[config.mk]
export PLATFORM = sky130hd
export DESIGN_NAME = crc_serial_engine
export DESIGN_NICKNAME = d
export VERILOG_FILES = /design/src/rtl/crc_pkg.sv /design/src/rtl/crc_lfsr_step.sv /design/src/rtl/crc_serial_engine.sv
export SDC_FILE = /design/constraint.sdc
export NUM_CORES = 1
export LEC_CHECK = 0
export ABC_CLOCK_PERIOD_IN_PS = 3300
export CORE_MARGIN = 10
export CORE_UTILIZATION = 35
export CTS_CLUSTER_SIZE = 12
export DETAILED_ROUTE_END_ITERATION = 6
export PLACE_DENSITY_LB_ADDON = 0.1
export SETUP_SLACK_MARGIN = 0.02
export SLEW_MARGIN = 20
export SYNTH_ARGS = -nofsm -noshare
export SYNTH_HDL_FRONTEND = slang
export SYNTH_SLANG_ARGS = --single-unit
[constraint.sdc]
create_clock -name CLK -period 3.3 [get_ports CLK]
set_input_delay 0.825 -clock CLK [delete_from_list [all_inputs] [get_ports CLK]]
set_output_delay 0.825 -clock CLK [all_outputs]
set_load 0.005 [all_outputs]
[src/rtl/crc_pkg.sv]
// Shared types and defaults for the serial CRC engine family.
// Ports: none (package).
package crc_pkg;

   typedef enum logic [1:0] {
      IDLE,
      ACCUM,
      OUT
   } crc_state_t;

   localparam logic MODE_GEN   = 1'b0;
   localparam logic MODE_CHECK = 1'b1;

   localparam logic [7:0] CRC8_TAPS = 8'h44;
   localparam logic [7:0] CRC8_SEED = 8'hD8;

endpackage

[src/rtl/crc_lfsr_step.sv]
// One-bit step of a right-shifting Galois LFSR, LSB-first input.
// Ports: lfsr (current value), din (serial bit), nxt (next value).
module crc_lfsr_step
   import crc_pkg::*;
#(
   parameter int               CRC_W = 8,
   parameter logic [CRC_W-1:0] TAPS  = CRC_W'(CRC8_TAPS)
)(
   input  logic [CRC_W-1:0] lfsr,
   input  logic             din,
   output logic [CRC_W-1:0] nxt
);

   logic fb;

   assign fb = din ^ lfsr[0];

   // TAPS[CRC_W-1] has no slot: the MSB always takes the feedback.
   always_comb begin
      nxt = '0;
      nxt[CRC_W-1] = fb;
      for (int i = 0; i < CRC_W-1; i++) begin
         nxt[i] = lfsr[i+1] ^ (TAPS[i] & fb);
      end
   end

endmodule

[src/rtl/crc_serial_engine.sv]
// Serial CRC engine: accumulate, then shift out (GEN) or compare (CHECK).
// Ports: CLK, RST, Clear, Data, Active, Mode in; Valid, CRC, Busy, Check_Done, Check_Err out.
module crc_serial_engine
   import crc_pkg::*;
#(
   parameter int               CRC_W   = 8,
   parameter logic [CRC_W-1:0] TAPS    = CRC_W'(CRC8_TAPS),
   parameter logic [CRC_W-1:0] SEED    = CRC_W'(CRC8_SEED),
   parameter logic [CRC_W-1:0] XOR_OUT = '0
)(
   input  logic CLK,
   input  logic RST,
   input  logic Clear,
   input  logic Data,
   input  logic Active,
   input  logic Mode,
   output logic Valid,
   output logic CRC,
   output logic Busy,
   output logic Check_Done,
   output logic Check_Err
);

   localparam int              CNT_W = $clog2(CRC_W);
   localparam logic [CNT_W-1:0] LAST = CNT_W'(CRC_W-1);

   crc_state_t       state, state_n;
   logic [CRC_W-1:0] lfsr, lfsr_n, step, fin;
   logic [CNT_W-1:0] cnt, cnt_n;
   logic             mode, mode_n;
   logic             err_acc, err_n;
   logic             valid_n, crc_n, done_n, cerr_n;
   logic             obit, miss, emit, last;

   crc_lfsr_step #(
      .CRC_W (CRC_W),
      .TAPS  (TAPS)
   ) u_step (
      .lfsr (lfsr),
      .din  (Data),
      .nxt  (step)
   );

   assign Busy = (state == OUT);

   // Bit 0 leaves straight from the finalised value on the entry edge;
   // later bits come from the already-finalised, shifting register.
   assign fin  = lfsr ^ XOR_OUT;
   assign obit = (state == OUT) ? lfsr[0] : fin[0];
   assign miss = Data != obit;

   always_comb begin
      state_n = state;
      lfsr_n  = lfsr;
      cnt_n   = cnt;
      mode_n  = mode;
      err_n   = err_acc;
      valid_n = 1'b0;
      crc_n   = 1'b0;
      done_n  = 1'b0;
      cerr_n  = Check_Err;
      emit    = 1'b0;
      last    = 1'b0;
      if (Clear) begin
         state_n = IDLE;
         lfsr_n  = SEED;
         cnt_n   = '0;
         err_n   = 1'b0;
         cerr_n  = 1'b0;
      end else begin
         unique case (state)
            IDLE: begin
               if (Active) begin
                  lfsr_n  = step;
                  mode_n  = Mode;
                  err_n   = 1'b0;
                  cerr_n  = 1'b0;
                  state_n = ACCUM;
               end
            end
            ACCUM: begin
               if (Active) begin
                  lfsr_n = step;
               end else begin
                  lfsr_n  = fin >> 1;
                  cnt_n   = CNT_W'(1);
                  emit    = 1'b1;
                  state_n = OUT;
               end
            end
            OUT: begin
               lfsr_n = lfsr >> 1;
               cnt_n  = cnt + CNT_W'(1);
               emit   = 1'b1;
               if (cnt == LAST) begin
                  last    = 1'b1;
                  lfsr_n  = SEED;
                  cnt_n   = '0;
                  state_n = IDLE;
               end
            end
            default: state_n = IDLE;
         endcase
         if (emit) begin
            if (mode == MODE_GEN) begin
               valid_n = 1'b1;
               crc_n   = obit;
            end else begin
               err_n = err_acc | miss;
            end
         end
         if (last && mode == MODE_CHECK) begin
            done_n = 1'b1;
            cerr_n = err_acc | miss;
         end
      end
   end

   always_ff @(posedge CLK or negedge RST) begin
      if (!RST) begin
         state      <= IDLE;
         lfsr       <= SEED;
         cnt        <= '0;
         mode       <= MODE_GEN;
         err_acc    <= 1'b0;
         Valid      <= 1'b0;
         CRC        <= 1'b0;
         Check_Done <= 1'b0;
         Check_Err  <= 1'b0;
      end else begin
         state      <= state_n;
         lfsr       <= lfsr_n;
         cnt        <= cnt_n;
         mode       <= mode_n;
         err_acc    <= err_n;
         Valid      <= valid_n;
         CRC        <= crc_n;
         Check_Done <= done_n;
         Check_Err  <= cerr_n;
      end
   end

endmodule

### Word level (Yosys, flattened, before mapping)

Cells that the tools add are included.

| word-level totals | value |
|---|---|
| output and inout bits | 5 |
| bits in registers | 19 |
| word-level logic and storage cells | 70 |
| input port bits | 6 |

| operators by class | value |
|---|---|
| muxes and demuxes | 37 |
| equal/unequal tests | 7 |
| add/sub/neg operators | 1 |
| reductions and logical operators | 11 |
| bitwise logic cells | 5 |

Operators with widths:

| cell | number |
|---|---|
| $mux W8 | 4 |
| $pmux W8 S3 | 1 |
| $mux W1 | 22 |
| $mux W3 | 3 |
| $reduce_bool A3 Y1 | 3 |
| $mux W2 | 4 |
| $ne A3 B3 Y1 const B | 2 |
| $pmux W2 S3 | 1 |
| $pmux W3 S2 | 1 |
| $reduce_and A2 Y1 | 3 |
| $reduce_and A3 Y1 | 2 |
| $reduce_bool A4 Y1 | 1 |
| $add A3 B1 Y3 const B | 1 |
| $eq A3 B3 Y1 const B | 1 |
| $ne A3 B2 Y1 const B | 1 |
| $xor A1 B1 Y1 | 3 |
| $eq A2 B1 Y1 const B | 1 |
| $eq A2 B2 Y1 const B | 1 |
| $logic_not A2 Y1 | 1 |
| $pmux W1 S2 | 1 |
| $logic_and A1 B1 Y1 | 1 |
| $ne A1 B1 Y1 | 1 |
| $not A1 Y1 | 1 |
| $or A1 B1 Y1 | 1 |

### Depth between registers and ports, before layout

| depth | value |
|---|---|
| depth in word-level cells | 7 |
| gate-level depth with buffers | 7 |
| depth with buffers taken out | 6 |

### By module

From an unflattened synthesis, not the netlist that was laid out.

| unflattened totals | value |
|---|---|
| cells, all modules | 119 |
| area, all modules | 1194.9 µm² |

By module, submodules not included:

| module | seq. area each (µm²) | area an instance (µm²) | times used | cells each |
|---|---|---|---|---|
| crc_serial_engine | 480.5 | 1093.5 | 1 | 110 |
| crc_lfsr_step | 0.0 | 101.3 | 1 | 9 |

### Least setup slack after synthesis

Ideal clock, no wire load.

| path | value |
|---|---|
| kind | in2reg |
| start | input Clear |
| end | register lfsr[4], in the netlist fin[4] |
| data required time | 3.221 ns |
| arrival time | 1.643 ns |
| cell stages on the path | 5 |
| path buffers | 2 |
| path slack | 1.579 ns |
| library setup time | 0.079 ns |
| cell sequence | clkbuf_1 buf_2 nand3b_1 o21ai_0 o21ai_0 |

| on the way | value |
|---|---|
| cells in the longest elaborated chain, start to end | 2 |
| elaborated cells on any way between the ends | 4 |
| classes of those cells | 1 x eq/ne; 1 x mux; 2 x reduce/logical |

Ends and longest elaborated chain:

| what | RTL line | text |
|---|---|---|
| from (decl) | crc_serial_engine.sv:13 | `input logic Clear,` |
| $ne A3 B3 Y1 (no source line) / $reduce_bool A4 Y1 (equally long branches) | n/a |  |
| $reduce_and A2 Y1 (no source line) | n/a |  |
| to (signal assigned) | crc_serial_engine.sv:132 | `lfsr <= lfsr_n;` |
| to (decl) | crc_serial_engine.sv:28 | `logic [CRC_W-1:0] lfsr, lfsr_n, step, fin;` |

Several ways; a longest one is shown, not always the timed one.
A chain may end at the register's enable or synchronous reset.

### Worst setup path in the final report

| path | value |
|---|---|
| start | register state[0] |
| end | output Busy |

| on the way | value |
|---|---|
| cells in the longest elaborated chain, start to end | 1 |

Ends and longest elaborated chain:

| what | RTL line | text |
|---|---|---|
| from (decl) | crc_serial_engine.sv:27 | `crc_state_t state, state_n;` |
| from (signal assigned) | crc_serial_engine.sv:131 | `state <= state_n;` |
| $eq A2 B2 Y1 | crc_serial_engine.sv:44 | `assign Busy = (state == OUT);` |
| to (decl) | crc_serial_engine.sv:19 | `output logic Busy,` |

Every way passes these cells.

==> run metrics <==
Mapped Nets 120; antenna violations before repair 0; Post-Synthesis Cell Area 1062 sq um; Avg WL per Cell 15.93 um; Top FF cell, synth dfrtp_1; outcome finished, final reports clean; sequential area share after synthesis 0.4523; synthesis-to-layout area growth 12.72%; share of flip-flops with an asynchronous set or reset 1.000; commonest non-fill, non-tap cell in the layout dfrtp_1; antenna cells 0; Final #Nets 130; first-pass GRT wire length 4243 um; Die Y 75.09 um; Antenna Nets Post-Route 0; warnings from Yosys 0; crit path launch type flop; Max Clk Rate 0.3749 GHz; I/O Buffers 10; drt total wl 2341 um; post-route setup TNS 0 ns; vias per inst 5.490; Post-Route Utilization 0.4233; total congestion overflow 0; detailed-route via count 807; CTS tree built; Yosys cell types 38; Die Area 5639 sq um; peak supply drop 217.3 uV; final period utilization 0.8082; largest net degree at the start of global routing 20; worst min-delay path class reg -> reg; Critical Path RT 2.47 ns; Crit Path Category reg -> out; relative slew slack 0.4284; pwr dens 522.2 nW/um^2; clk buf depth 2; Initial Util 0.3755; final setup fails 0; post_cts resized 0; Final Max Slew Viols 0; Top-Level Pins 11; Clock Sinks 19; Post-CTS Hold Fix Bufs 0; Core Region 2829 sq um; Overall Global Routing Usage 0.09568; DRT Pass-1 Iters 4; clk slew on worst S/H paths 0.11 ns; CP Capture Type output port; maxcap violations 0; Final Hold Fails 0; clk root buf clkbuf_4; CTS Buf Count 3; CTS H-tree lvls 1; worst-skew pair later-pin latency 0.30 ns; number of synthesized flops with an enable pin 0; Crit Path Max Fanout 13; Clock Skew 0.006795 ns; fin crit period 2.667 ns; #FFs+latches synth 19; Iteration-0 DRC Markers 60; setup bufs post-CTS 0; most frequent cells in the layout dfrtp_1, nand2_1, nor2_1, clkdlybuf4s50_1, inv_1; synthesized instance count 107; Leakage 0.5205 nW; post-synthesis average cell area 9.928 sq um; DRC errors left 0; die width 75.09 um; unrepaired setup endpoints after global routing no; Core Rows 19; Routability Congestion 0.7838; Slew @ Worst Pin 0.8548 ns; layout cells sized above 1 0.1293; crit path DAT 1.84 ns; number of global-route vias before repair 850; post-DP HPWL 1686 um
==> final cells by class <==
cell class	count	area, sq um
well taps	31	38.79
inverters	9	33.78
multi-input cells	74	518.0
clock buffers	4	26.28
fillers	272	1632
flip-flops and latches	19	480.5
repair buffers	10	100.1
==> layer usage <==
metal / GRT usage / part of all wire / wire length (um) / vias to the layer above
li1: - / - / - / 397
met1: 0.1234 / 0.49 / 1153 / 393
met2: 0.1486 / 0.45 / 1060 / 12
met3: 0.02497 / 0.040 / 93 / 5
met4: 0.03782 / 0.014 / 33 / 0
met5: 0 / 0 / 0 / -
==> registers in the layout (all words and copies together) (netlist names) <==
name / count
CRC: 1
Check_Done: 1
Check_Err: 1
Valid: 1
cnt: 3
err_acc: 1
fin: 8
mode: 1
state: 2
==> critical path, stage by stage, from the launching register on <==
cell and delay, ns:
dfrtp_1 0.41, inv_1 0.11, ha_1 0.43, clkdlybuf4s50_1 0.59
==> report_power, final <==
group	switching, mW	internal [mW]
Clock	0.0732	0.0471
Sequential	0.0283	0.281
Combinational	0.112	0.0837
==> logic make-up (layout without fill, tap and decap cells) <==
group | Yosys count | after routing | synth area share
adder cells (fa/ha/maj) | 7 | 7 | 0.08245
multiplexers | 2 | 2 | 0.02002
XOR/XNOR | 1 | 1 | 0.008247
AND/OR/NAND/NOR | 33 | 33 | 0.1579
buffers and inverters | 14 | 23 | 0.06006
AO/OA/AOI/OAI | 31 | 31 | 0.2191
flip-flops | 19 | 19 | 0.4523
==> path summary, 6_finish.rpt <==
path,to,from,slack [ns],depth (start not counted)
min in group asynchronous,fin[2],RST,1.00,1
setup reg to reg,fin[5],state[0],1.28,6
max in group asynchronous,state[1],RST,1.77,1
hold reg to reg,fin[4],fin[4],0.49,2
hold / removal,fin[4],fin[4],0.49,2
setup / recovery,Busy,state[0],0.63,3
==> cells in the mapped netlist, types with 2 or more instances <==
| library cell | count | area share |
|---|---|---|
| dfrtp_1 | 15 | 0.35 |
| nand2_1 | 10 | 0.035 |
| nor2_1 | 10 | 0.035 |
| inv_1 | 8 | 0.028 |
| a21oi_1 | 7 | 0.033 |
| ha_1 | 7 | 0.082 |
| dfstp_2 | 4 | 0.099 |
| o21ai_0 | 4 | 0.019 |
| a22o_1 | 3 | 0.025 |
| a31oi_1 | 3 | 0.018 |
| buf_2 | 3 | 0.014 |
| nand2b_1 | 3 | 0.018 |
| a21o_1 | 2 | 0.014 |
| a32oi_1 | 2 | 0.016 |
| nand3_1 | 2 | 0.0094 |
| nand3b_1 | 2 | 0.014 |
==> per-stage QoR <==
step / instances / area [sq um] / hold slack, ns / worst slack [ns] / total power [mW]
after floorplan: 107 / 1062 / 0.4502 / 1.579 / 0.4589
after global placement: 143 / 1171 / 0.4783 / 0.8608 / 0.5043
after detailed placement: 143 / 1171 / 0.4730 / 0.8136 / 0.5074
after CTS: 147 / 1197 / 0.4906 / 0.6142 / 0.6322
after global routing: 147 / 1197 / 0.5072 / 0.4751 / 0.6774
final: 147 / 1197 / 0.4871 / 0.6329 / 0.6252
Power figures use the tool's default switching activity.
